===== src/rtl/seq_scan_pkg.sv =====
// Shared types for the sequence-scan controller and its embedded detector.
//   ctrl_state_t : controller FSM states (IDLE/SHIFT/DRAIN/REPORT)
//   det_state_t  : 3-bit Moore detector states for "101" and "0100"
package seq_scan_pkg;

  typedef enum logic [1:0] {
    IDLE   = 2'd0,
    SHIFT  = 2'd1,
    DRAIN  = 2'd2,
    REPORT = 2'd3
  } ctrl_state_t;

  typedef enum logic [2:0] {
    START = 3'd0,
    S1    = 3'd1,
    S0    = 3'd2,
    S10   = 3'd3,
    S01   = 3'd4,
    S101  = 3'd5,
    S010  = 3'd6,
    S0100 = 3'd7
  } det_state_t;

endpackage


===== src/rtl/seq_det.sv =====
// Moore detector for overlapping "101" and "0100" on a serial bit stream.
// Ports:
//   ck      clock (state updates on falling edge)
//   rs      asynchronous active-low reset
//   clr     synchronous return to START
//   en      advance the detector with bit_in
//   bit_in  serial input bit
//   y1      registered: state is S101
//   y2      registered: state is S0100
module seq_det
  import seq_scan_pkg::*;
(
  input  logic ck,
  input  logic rs,
  input  logic clr,
  input  logic en,
  input  logic bit_in,
  output logic y1,
  output logic y2
);

  det_state_t state;
  det_state_t nxt;

  always_comb begin
    nxt = state;
    unique case (state)
      START: nxt = bit_in ? S1   : S0;
      S1:    nxt = bit_in ? S1   : S10;
      S0:    nxt = bit_in ? S01  : S0;
      S10:   nxt = bit_in ? S101 : S0;
      S01:   nxt = bit_in ? S1   : S010;
      S101:  nxt = bit_in ? S1   : S010;
      S010:  nxt = bit_in ? S101 : S0100;
      S0100: nxt = bit_in ? S01  : S0;
    endcase
  end

  // Outputs are registered from the next state so they always match state.
  always_ff @(negedge ck or negedge rs) begin
    if (!rs) begin
      state <= START;
      y1    <= 1'b0;
      y2    <= 1'b0;
    end else if (clr) begin
      state <= START;
      y1    <= 1'b0;
      y2    <= 1'b0;
    end else if (en) begin
      state <= nxt;
      y1    <= (nxt == S101);
      y2    <= (nxt == S0100);
    end
  end

endmodule


===== src/rtl/seq_scan_ctrl.sv =====
// Sequences W-bit words MSB-first through seq_det and reports per-word hit
// counts over a valid/ready handshake. Detector state persists across words.
// Optional feature: define SEQ_SCAN_TOTALS_EN for saturating cumulative
// totals (parameter CW, ports total1/total2).
// Ports:
//   ck, rs               falling-edge clock, async active-low reset
//   in_valid/in_ready    word handshake, in_data scanned MSB first
//   clr                  in IDLE: reset detector (and totals); blocks accept
//   out_valid/out_ready  result handshake
//   out_hit1/out_hit2    "101"/"0100" completions in the last word
//   total1/total2        saturating totals (SEQ_SCAN_TOTALS_EN only)
//   busy                 high in SHIFT, DRAIN and REPORT
module seq_scan_ctrl
  import seq_scan_pkg::*;
#(
  parameter int W = 8
`ifdef SEQ_SCAN_TOTALS_EN
  , parameter int CW = 8
`endif
) (
  input  logic                     ck,
  input  logic                     rs,
  input  logic                     in_valid,
  input  logic [W-1:0]             in_data,
  output logic                     in_ready,
  input  logic                     clr,
  output logic                     out_valid,
  input  logic                     out_ready,
  output logic [$clog2(W+1)-1:0]   out_hit1,
  output logic [$clog2(W+1)-1:0]   out_hit2,
`ifdef SEQ_SCAN_TOTALS_EN
  output logic [CW-1:0]            total1,
  output logic [CW-1:0]            total2,
`endif
  output logic                     busy
);

  localparam int HW = $clog2(W + 1);
  localparam int IW = $clog2(W);
  localparam logic [IW-1:0] LAST_IDX = IW'(W - 1);

  ctrl_state_t   state;
  logic [W-1:0]  shreg;
  logic [IW-1:0] idx;
  logic          det_en;
  logic          det_bit;
  logic          det_clr;
  logic          y1;
  logic          y2;
  logic          sample;

  assign det_en   = (state == SHIFT);
  assign det_bit  = shreg[idx];
  assign det_clr  = clr && (state == IDLE);
  assign in_ready = (state == IDLE) && !clr;
  assign out_valid = (state == REPORT);
  assign busy     = (state != IDLE);

  // y1/y2 lag the shifted bit by one edge: the first SHIFT edge still shows
  // the previous word's last bit (already counted by its DRAIN edge).
  assign sample = ((state == SHIFT) && (idx != LAST_IDX)) || (state == DRAIN);

  seq_det u_det (
    .ck     (ck),
    .rs     (rs),
    .clr    (det_clr),
    .en     (det_en),
    .bit_in (det_bit),
    .y1     (y1),
    .y2     (y2)
  );

  always_ff @(negedge ck or negedge rs) begin
    if (!rs) begin
      state    <= IDLE;
      shreg    <= '0;
      idx      <= '0;
      out_hit1 <= '0;
      out_hit2 <= '0;
    end else begin
      if (sample) begin
        if (y1) out_hit1 <= out_hit1 + HW'(1);
        if (y2) out_hit2 <= out_hit2 + HW'(1);
      end
      unique case (state)
        IDLE: begin
          if (!clr && in_valid) begin
            shreg    <= in_data;
            idx      <= LAST_IDX;
            out_hit1 <= '0;
            out_hit2 <= '0;
            state    <= SHIFT;
          end
        end
        SHIFT: begin
          if (idx == '0) state <= DRAIN;
          else           idx   <= idx - 1'b1;
        end
        DRAIN:  state <= REPORT;
        REPORT: if (out_ready) state <= IDLE;
      endcase
    end
  end

`ifdef SEQ_SCAN_TOTALS_EN
  always_ff @(negedge ck or negedge rs) begin
    if (!rs) begin
      total1 <= '0;
      total2 <= '0;
    end else if (det_clr) begin
      total1 <= '0;
      total2 <= '0;
    end else if (sample) begin
      if (y1 && (total1 != '1)) total1 <= total1 + CW'(1);
      if (y2 && (total2 != '1)) total2 <= total2 + CW'(1);
    end
  end
`endif

endmodule


===== config.mk =====
export PLATFORM = sky130hd
export DESIGN_NAME = seq_scan_ctrl
export DESIGN_NICKNAME = d
export VERILOG_FILES = /design/src/rtl/seq_scan_pkg.sv /design/src/rtl/seq_det.sv /design/src/rtl/seq_scan_ctrl.sv
export SDC_FILE = /design/constraint.sdc
export NUM_CORES = 1
export LEC_CHECK = 0
export ABC_CLOCK_PERIOD_IN_PS = 2500
export CAP_MARGIN = 5
export CORE_UTILIZATION = 48
export DETAILED_ROUTE_END_ITERATION = 8
export PLACE_DENSITY = 0.74
export SYNTH_ARGS = -nofsm -noshare
export SYNTH_HDL_FRONTEND = slang
export SYNTH_SLANG_ARGS = --single-unit

===== constraint.sdc =====
create_clock -name ck -period 2.5 [get_ports ck]
set_clock_uncertainty 0.1 [all_clocks]
set_input_delay 0.5 -clock ck [delete_from_list [all_inputs] [get_ports ck]]
set_output_delay 0.5 -clock ck [all_outputs]
set_load 0.1 [all_outputs]

==> out/results.ini, run 1 <==
[global_routing]
grt-ovfl-total = 0
first_global_vias = 1196
grt_pass1_wl_um = 5700
antenna_found_initial = 0
grt_max_degree = 27
track_usage = 0.236

[critical_path]
end_kind = output pin
worst-path-max-fanout = 2
worstPathArrival_ns = 2.61
critPathLaunchType = register
critical_path_class = reg2out
cp.required_ns = 1.90

[clock_tree]
clk_latency_ns = 0.31
path_clk_slew_ns = 0.09
h-tree-depth = 1
cts_buffers = 3
cts_hold_buf = 0
cts.sinks = 26
clockBufferDepth = 2
tritoncts = built
cts-root-buf = clkbuf_4

[timing]
tightest_slew_ns = 0.541
setup_viol = 23
layout_setup_ws_ns = -0.709
finalMaxSlewViolations = 0
maxSlewHeadroom = 0.635
timing.hold.ws_ns = 0.349
grt_setup_unrepaired = true
final_hold_viol_count = 0

[synthesis]
ys_types = 33
yosysSeqAreaShare = 0.478
netlist_top_cells_count = 26 x dfrtn_1, 11 x nor2_1, 9 x ha_1
avgSynthCellArea_um2 = 11.1
synth_top_flop_cell = dfrtn_1
syn_inst = 123
synth_area_um2 = 1360
yosys_register_bits = 26
ys.warnings.count = 0
synth_edf_count = 0
yosys.area.top_type = dfrtn_1
synthTopCellsByArea = dfrtn_1 48%, ha_1 8.3%, mux2_2 6.6%
synth.most_common_cell = dfrtn_1
yosys.area.top_type_share = 0.478
synth_fp_nets = 145
async_reset_ff_frac = 1.00

[die]
rows = 18
num_io_pins = 24
dieArea_um2 = 3050
fp.coreArea_um2 = 2570
start_util = 0.530
die_y_um = 55.2
die_w_um = 55.2

[drt]
drt-initial-drc-count = 16
wl_per_cell_um = 15.5
dr_wl_met3_um = 76
wl_met1_um = 1440
wl_met2_um = 1600
vias_per_cell = 5.56
ant_nets = 0
via_count = 1146
wl_um = 3200
firstDrtPassIters = 5
highest_layer = met4
drc_errors = 0

[cells_and_area]
fillCellCount = 139
n_antenna_cell = 0
num-nets-final = 200
instances_no_fill = 206
area_delta_synth_final_pct = 55.5
finish.instance_area_um2 = 2110
drive_gt1_frac = 0.403

[pwr]
seqPwrFrac = 0.290
p_sw_w = 0.00115
swShare = 0.446
p_per_area_nw_per_um2 = 1220
combPwrFrac = 0.640
p_int_w = 0.00143
ir_worst_vdd_mv = 0.979
leakagePower_nw = 0.984
clockPowerShare = 0.070

[flow_run]
cap_violations = 0

[status]
violations = negative setup slack
outcome = complete, but fails checks

[placed_design]
dpl.hpwl_um = 2220
dp_cells = 198
gp_congestion = 0.764
dpl_cell_area_um2 = 1950
numPortBuffers = 23

[worst_hold_path]
min-delay-path-class = reg2reg

## worst max-delay path: stages, from the launching register on
cell and delay, ns:
dfrtn_1 0.45, inv_2 0.06, ha_4 0.17, clkinvlp_4 0.09, buf_4 0.12, buf_12 0.16
## cells in the final DEF, fill, tap and decap left out, types with 5 or more instances in the layout
cell type and instances:
dfrtn_1 26, buf_4 20, buf_12 12, buf_6 10, nor2_1 9, clkdlybuf4s50_1 9
mux2_2 7, ha_1 7, inv_1 5, a21oi_1 5
## metal layers
metal	track usage	up-vias
met2	0.399	24
met4	0.0964	0
met5	0	-
met1	0.304	570
li1	-	543
met3	0.0304	9
## worst paths after layout
kind,startpoint,to,slack [ns],cells past startpoint
setup / recovery,state[1]$_DFFE_NN0P_,busy,-0.71,5
hold / removal,shreg[3]$_DFFE_NN0P_,shreg[3]$_DFFE_NN0P_,0.35,1
setup reg to reg,state[1]$_DFFE_NN0P_,idx[2]$_DFFE_NN0P_,0.25,9
hold reg to reg,shreg[3]$_DFFE_NN0P_,shreg[3]$_DFFE_NN0P_,0.35,1
max in group asynchronous,rs,shreg[4]$_DFFE_NN0P_,0.55,2
min in group asynchronous,rs,u_det.y2$_DFFE_NN0P_,1.57,2
## registers in the layout, indices dropped and copies added (netlist names)
register	flops
shreg	8
out_hit1	4
out_hit2	4
idx	3
u_det.state	3
state	2
u_det.y1	1
u_det.y2	1
## cells by family (layout without fill, tap and decap cells)
group | count (synthesis) | in the layout | share of synthesized area
multiplexers | 13 | 13 | 0.131
AND/OR/NAND/NOR | 34 | 34 | 0.126
adder cells (fa/ha/maj) | 9 | 9 | 0.0828
flip-flops | 26 | 26 | 0.478
buffers and inverters | 11 | 64 | 0.0331
AO/OA/AOI/OAI | 26 | 26 | 0.123
XOR/XNOR | 4 | 4 | 0.0258
## final cells by class
type                    instances  area, µm²  area share
repair buffers                 53        618       0.292
multi-input cells              86        752       0.356
well taps                      30       37.5      0.0178
clock buffers                   3       22.5      0.0107
flip-flops and latches         26        651       0.308
inverters                       8       33.8      0.0160
## stage by stage
stage                util  setup slack (ns)  TNS [ns]  power, W
floorplan               -             -1.05     -9.27   0.00165
global placement    0.758            -0.836    -16.84   0.00217
detailed placement  0.758            -0.910    -17.74   0.00224
CTS                 0.812            -0.728     -5.83   0.00252
global route        0.824            -0.765     -6.72   0.00273
finish              0.824            -0.709     -6.12   0.00259
## power by group through the flow
| stage | sequential, W | combinational (W) | clock, W |
|---|---|---|---|
| finish | 0.000751 | 0.00166 | 0.000180 |
| global route | 0.000774 | 0.00177 | 0.000194 |
| CTS | 0.000745 | 0.00160 | 0.000177 |
| detailed placement | 0.000749 | 0.00149 | 0 |
| global placement | 0.000734 | 0.00144 | 0 |
| floorplan | 0.000906 | 0.000749 | 0 |
## timing repair
item / in CTS / in global routing
cloned: 1 / 0
endpoints found under the hold margin: 0 / 0
pin swaps: 6 / 9
buffers inserted: 3 / 3
gates resized for setup: 30 / 11
setup endpoints to repair: 37 / 27
Note: power is estimated with default switching activity, not from simulation.
==> run 2: changes to the inputs <==
--- a/config.mk
+++ b/config.mk
@@ -9,7 +9,8 @@
 export CAP_MARGIN = 5
 export CORE_UTILIZATION = 48
 export DETAILED_ROUTE_END_ITERATION = 8
-export PLACE_DENSITY = 0.74
+export PLACE_DENSITY = 0.73
 export SYNTH_ARGS = -nofsm -noshare
 export SYNTH_HDL_FRONTEND = slang
+export SYNTH_HIERARCHICAL = 1
 export SYNTH_SLANG_ARGS = --single-unit
==> out/results.ini, run 2 <==
[synthesis]
synthAdderAreaFrac = 0.0785  ; -0.00426
synth_xor_area_frac = 0.0428  ; +0.0170
async_reset_ff_frac = 1.00  ; unchanged
yosys.area.top_type_share = 0.454  ; -0.0246
avgSynthCellArea_um2 = 11.0  ; -0.25%
synth_top_flop_cell = dfrtn_1
ys_types = 35  ; +6.1%
synth.area.mux_share = 0.125  ; -0.00585
synth_area_um2 = 1430  ; +5.4%
synth_top_family_by_area = simple AND/OR/NAND/NOR gates
netlist_top_cells_count = 26 x dfrtn_1, 12 x nor2_1, 11 x o21ai_0
synthTopCellsByArea = dfrtn_1 45%, ha_1 7.9%, mux2_2 5.5%
synth_fp_nets = 152  ; +4.8%
ys.warnings.count = 6  ; +6
yosys_register_bits = 26  ; unchanged
yosys.area.top_type = dfrtn_1
synth_compound_area_frac = 0.0969  ; -0.0264
syn_inst = 130  ; +5.7%
synth.most_common_cell = dfrtn_1
yosys.area_share.simple = 0.168  ; +0.0424
synth_edf_count = 0  ; unchanged
yosysSeqAreaShare = 0.454  ; -0.0246

[critical_path]
critical_path_class = reg2out
worst-path-max-fanout = 3  ; +1
worstPathArrival_ns = 2.53  ; -0.08 ns
end_kind = output pin
cp.required_ns = 1.90  ; about the same
critPathLaunchType = register

[clock_tree]
path_clk_slew_ns = 0.09  ; about the same
cts.sinks = 26  ; unchanged
h-tree-depth = 1  ; unchanged
tritoncts = built
clockBufferDepth = 2  ; unchanged
clk_latency_ns = 0.31  ; about the same
cts-root-buf = clkbuf_4
cts_buffers = 3  ; unchanged

[cells_and_area]
area_delta_synth_final_pct = 49.1
top_regs = shreg x8, out_hit1 x4, out_hit2 x4
largest_register = shreg
final_cell_mix = 26 x dfrtn_1, 25 x buf_4, 14 x buf_12, 11 x o21ai_0, 11 x nor2_1
final_common_cell = dfrtn_1
drive_gt1_frac = 0.398  ; -0.00562
fillCellCount = 197  ; +42%
num-nets-final = 205  ; +2.5%
final_util = 0.769  ; -0.0548
largest_reg_flops = 8  ; unchanged
finish.instance_area_um2 = 2140  ; +1.1%
n_antenna_cell = 0  ; unchanged
instances_no_fill = 212  ; +2.9%

[pwr]
p_int_w = 0.00161  ; +12%
seqPwrFrac = 0.271  ; -0.019
p_sw_w = 0.00130  ; +13%
swShare = 0.447  ; +0.00124
power_w = 0.00291  ; +13%
combPwrFrac = 0.668  ; +0.028
leakagePower_nw = 0.974  ; -1.0%
p_per_area_nw_per_um2 = 1360  ; +11%
ir_worst_vdd_mv = 1.37  ; +40%
clockPowerShare = 0.060  ; -0.010

[drt]
drt-initial-drc-count = 10  ; -6
wl_per_cell_um = 12.8  ; -17%
firstDrtPassIters = 5  ; unchanged
via_count = 1121  ; -2.2%
drc_errors = 0  ; unchanged
wl_um = 2720  ; -15%
ant_nets = 0  ; unchanged
vias_per_cell = 5.29  ; -4.9%

[timing]
grt_setup_unrepaired = true
layout_setup_ws_ns = -0.627  ; +0.0819 ns
tightest_slew_ns = 0.514  ; -0.0273 ns
setup_viol = 12  ; -48%
setup_total_negative_slack_ns = -4.38  ; +1.73 ns
final_hold_viol_count = 0  ; unchanged
finalMaxSlewViolations = 0  ; unchanged
maxSlewHeadroom = 0.654  ; +0.0184

[die]
rows = 19  ; +1
die_y_um = 56.7  ; +2.6%
dieArea_um2 = 3210  ; +5.2%
die_w_um = 56.7  ; +2.6%
num_io_pins = 24  ; unchanged
fp.coreArea_um2 = 2780  ; +8.3%
start_util = 0.516  ; -0.0142

[placed_design]
dpl_cell_area_um2 = 2060  ; +5.8%
dpl.hpwl_um = 2160  ; -2.7%
dp_cells = 204  ; +3.0%
numPortBuffers = 23  ; unchanged
gp_congestion = 0.780  ; +2.1%

[global_routing]
first_global_vias = 1166  ; -2.5%
antenna_found_initial = 0  ; unchanged
grt_pass1_wl_um = 4910  ; -14%
track_usage = 0.192  ; -0.0435
grt_max_degree = 27  ; unchanged
grt-ovfl-total = 0  ; unchanged

[flow_run]
cap_violations = 0  ; unchanged

[status]
outcome = complete, but fails checks
violations = negative setup slack

[worst_hold_path]
min-delay-path-class = reg2reg

-- run 2: area by class of cell --
cell class | instances | area (µm²) | area share
multi-input combinational | 94 | 795 | 0.372
sequential | 26 | 651 | 0.304
timing repair buffer | 50 | 582 | 0.272
inverter | 8 | 50.0 | 0.0234
tap | 31 | 38.8 | 0.0181
clock buffer | 3 | 22.5 | 0.0105
-- run 2: repair_timing --
item / CTS / global route
endpoints found under the setup margin: 37 / 14
setup buffers: 2 / 3
hold buffers: 0 / 0
pin swaps: 4 / 2
resized for setup: 15 / 3
-- run 2: worst paths after layout --
path	end	from	depth (start not counted)	slack [ns]
worst max register to register	out_hit2[0]$_DFF_NN0_	state[1]$_DFFE_NN0P_	8	0.29
min in group asynchronous	out_hit2[1]$_DFF_NN0_	rs	2	1.58
worst max-delay path	in_ready	state[1]$_DFFE_NN0P_	5	-0.63
max in group asynchronous	out_hit2[0]$_DFF_NN0_	rs	2	0.54
worst min register to register	shreg[2]$_DFFE_NN0P_	shreg[2]$_DFFE_NN0P_	1	0.36
worst min-delay path	shreg[2]$_DFFE_NN0P_	shreg[2]$_DFFE_NN0P_	1	0.36
-- run 2: kinds of logic after synthesis --
family / count (synthesis)
buffers and inverters: 10
adder cells (fa/ha/maj): 9
multiplexers: 13
AND/OR/NAND/NOR: 42
AO/OA/AOI/OAI: 23
flip-flops: 26
XOR/XNOR: 7
-- run 2: stage by stage --
step	hold slack (ns)	worst slack, ns
floorplan	0.337	-0.564
global placement	0.353	-0.918
detailed placement	0.350	-0.942
CTS	0.364	-0.637
global route	0.377	-0.692
finish	0.359	-0.627
-- run 2: critical path, stage by stage, from the launching register on --
cell,delay [ns]
dfrtn_1,0.39
inv_2,0.08
ha_4,0.16
inv_8,0.04
nor2_4,0.10
buf_12,0.18
-- run 2: routing by layer --
metal | routed length, µm | share of wire | track usage
met1 | 1200 | 0.44 | 0.238
met3 | 75 | 0.028 | 0.0230
met4 | 30 | 0.011 | 0.0418
met2 | 1420 | 0.52 | 0.355
met5 | 0 | 0 | 0
-- run 2: power by group through the flow --
stage	logic (W)	clock network, W	registers, W
2_1_floorplan	0.000947	0	0.00107
3_3_place_gp	0.00185	0	0.000786
6_report	0.00195	0.000176	0.000790
3_5_place_dp	0.00190	0	0.000800
5_1_grt	0.00209	0.000194	0.000819
4_1_cts	0.00195	0.000178	0.000794
==> run 3: changes to the inputs <==
--- a/config.mk
+++ b/config.mk
@@ -7,6 +7,7 @@
 export LEC_CHECK = 0
 export ABC_CLOCK_PERIOD_IN_PS = 2500
 export CAP_MARGIN = 5
+export CORE_ASPECT_RATIO = 0.7
 export CORE_UTILIZATION = 48
 export DETAILED_ROUTE_END_ITERATION = 8
 export PLACE_DENSITY = 0.73
==> out/results.ini, run 3 (synthesized netlist as in run 2, its figures left out) <==
[global_routing]
grt_pass1_wl_um = 5220  ; +6.3%
grt_use_met3 = 0.0571  ; +0.0341
grtUsageMet1 = 0.296  ; +0.0579
grt-ovfl-total = 0  ; unchanged
first_global_vias = 1191  ; +2.1%
grt-busiest-layer = met2
met2_usage = 0.402  ; +0.0474
antenna_found_initial = 0  ; unchanged
track_usage = 0.234  ; +0.0413
grt_max_degree = 27  ; unchanged

[timing]
timing.hold.ws_ns = 0.355  ; -0.00485 ns
setup_viol = 11  ; -1
maxSlewHeadroom = 0.659  ; +0.00548
tightest_slew_ns = 0.511  ; -0.00278 ns
setup_total_negative_slack_ns = -4.03  ; +0.358 ns
finalMaxSlewViolations = 0  ; unchanged
layout_setup_ws_ns = -0.623  ; +0.00381 ns
final_hold_viol_count = 0  ; unchanged
grt_setup_unrepaired = true

[worst_hold_path]
min-delay-path-class = reg2reg

[die]
die_y_um = 47.7  ; -16%
dieArea_um2 = 3210  ; +0.11%
start_util = 0.508  ; -0.00754
die_w_um = 67.3  ; +19%
rows = 16  ; -3
num_io_pins = 24  ; unchanged
fp.coreArea_um2 = 2820  ; +1.5%

[clock_tree]
cts-root-buf = clkbuf_8
h-tree-depth = 1  ; unchanged
cts.sinks = 26  ; unchanged
clk_latency_ns = 0.29  ; -0.02 ns
cts_hold_buf = 0  ; unchanged
clockBufferDepth = 2  ; unchanged
path_clk_slew_ns = 0.06  ; -0.03 ns
tritoncts = built
cts_buffers = 3  ; unchanged

[placed_design]
gp_congestion = 0.775  ; -0.68%
dpl.hpwl_um = 2550  ; +18%
numPortBuffers = 23  ; unchanged

[critical_path]
end_kind = output pin
critical_path_class = reg2out
worst-path-max-fanout = 3  ; unchanged
critPathLaunchType = register
worstPathArrival_ns = 2.52  ; about the same
cp.required_ns = 1.90  ; about the same

[cells_and_area]
n_antenna_cell = 0  ; unchanged
top_regs = shreg x8, out_hit1 x4, out_hit2 x4
final_cell_mix = 26 x dfrtn_1, 22 x buf_4, 14 x buf_12, 11 x o21ai_0, 11 x nor2_1
largest_register = shreg
num-nets-final = 203  ; -0.98%
drive_gt1_frac = 0.406  ; +0.00777
final_common_cell = dfrtn_1
largest_reg_flops = 8  ; unchanged
area_delta_synth_final_pct = 53.0

[pwr]
leakagePower_nw = 0.985  ; +1.2%
p_per_area_nw_per_um2 = 1420  ; +4.2%
ir_worst_vdd_mv = 1.15  ; -16%

[drt]
drt-initial-drc-count = 83  ; +73
vias_per_cell = 5.41  ; +2.4%
ant_nets = 0  ; unchanged
firstDrtPassIters = 4  ; -1
drc_errors = 0  ; unchanged
wl_um = 3390  ; +25%
wl_per_cell_um = 15.7  ; +22%
via_count = 1169  ; +4.3%

[flow_run]
cap_violations = 0  ; unchanged

[status]
outcome = complete, but fails checks
violations = negative setup slack

==> run 3: stage by stage <==
stage	util	cell area (µm²)	setup slack (ns)	cells	total power [W]
after floorplan	-	1510	-0.564	130	0.00201
after global placement	0.732	2070	-0.914	209	0.00265
after detailed placement	0.732	2070	-0.944	209	0.00274
after CTS	0.763	2150	-0.622	214	0.00307
after global routing	0.777	2190	-0.667	216	0.00328
final	0.777	2190	-0.623	216	0.00312
==> run 3: timing repair <==
action                     CTS  global route
pin swaps                    4             2
setup buffers                2             2
gates resized for setup     18             6
setup endpoints to repair   37            22
==> run 3: report_power, final <==
group | internal [W] | switching (W)
registers | 0.000626 | 0.000166
logic | 0.000958 | 0.00109
clock network | 0.000141 | 0.000133
==> run 3: path summary, 6_finish.rpt <==
kind | from | endpoint | slack, ns | cells past startpoint
worst max-delay path | state[1]$_DFFE_NN0P_ | in_ready | -0.62 | 5
worst min-delay path | shreg[2]$_DFFE_NN0P_ | shreg[2]$_DFFE_NN0P_ | 0.35 | 1
worst max register to register | state[0]$_DFFE_NN0P_ | out_hit1[3]$_DFF_NN0_ | 0.39 | 6
worst min register to register | shreg[2]$_DFFE_NN0P_ | shreg[2]$_DFFE_NN0P_ | 0.35 | 1
max in group asynchronous | rs | out_hit2[3]$_DFF_NN0_ | 0.51 | 2
min in group asynchronous | rs | out_hit2[1]$_DFF_NN0_ | 1.60 | 2
==> run 3: critical path: stages (launching register included) <==
cell and delay [ns]:
dfrtn_1 0.38, inv_2 0.08, ha_4 0.18, inv_8 0.05, nor2_4 0.11, buf_12 0.18
==> run 3: per-layer routing <==
metal / vias up / share of wire
li1: 554 / -
met1: 582 / 0.44
met2: 24 / 0.51
met3: 9 / 0.026
met4: 0 / 0.023
met5: - / 0
==> run 3: layout make-up <==
| type | instances | area [µm²] |
|---|---|---|
| clock buffers | 4 | 55.1 |
| fillers | 171 | 629 |
| inverters | 8 | 50.0 |
| multi-input cells | 94 | 821 |
| flip-flops and latches | 26 | 651 |
| well taps | 36 | 45.0 |
| repair buffers | 48 | 572 |
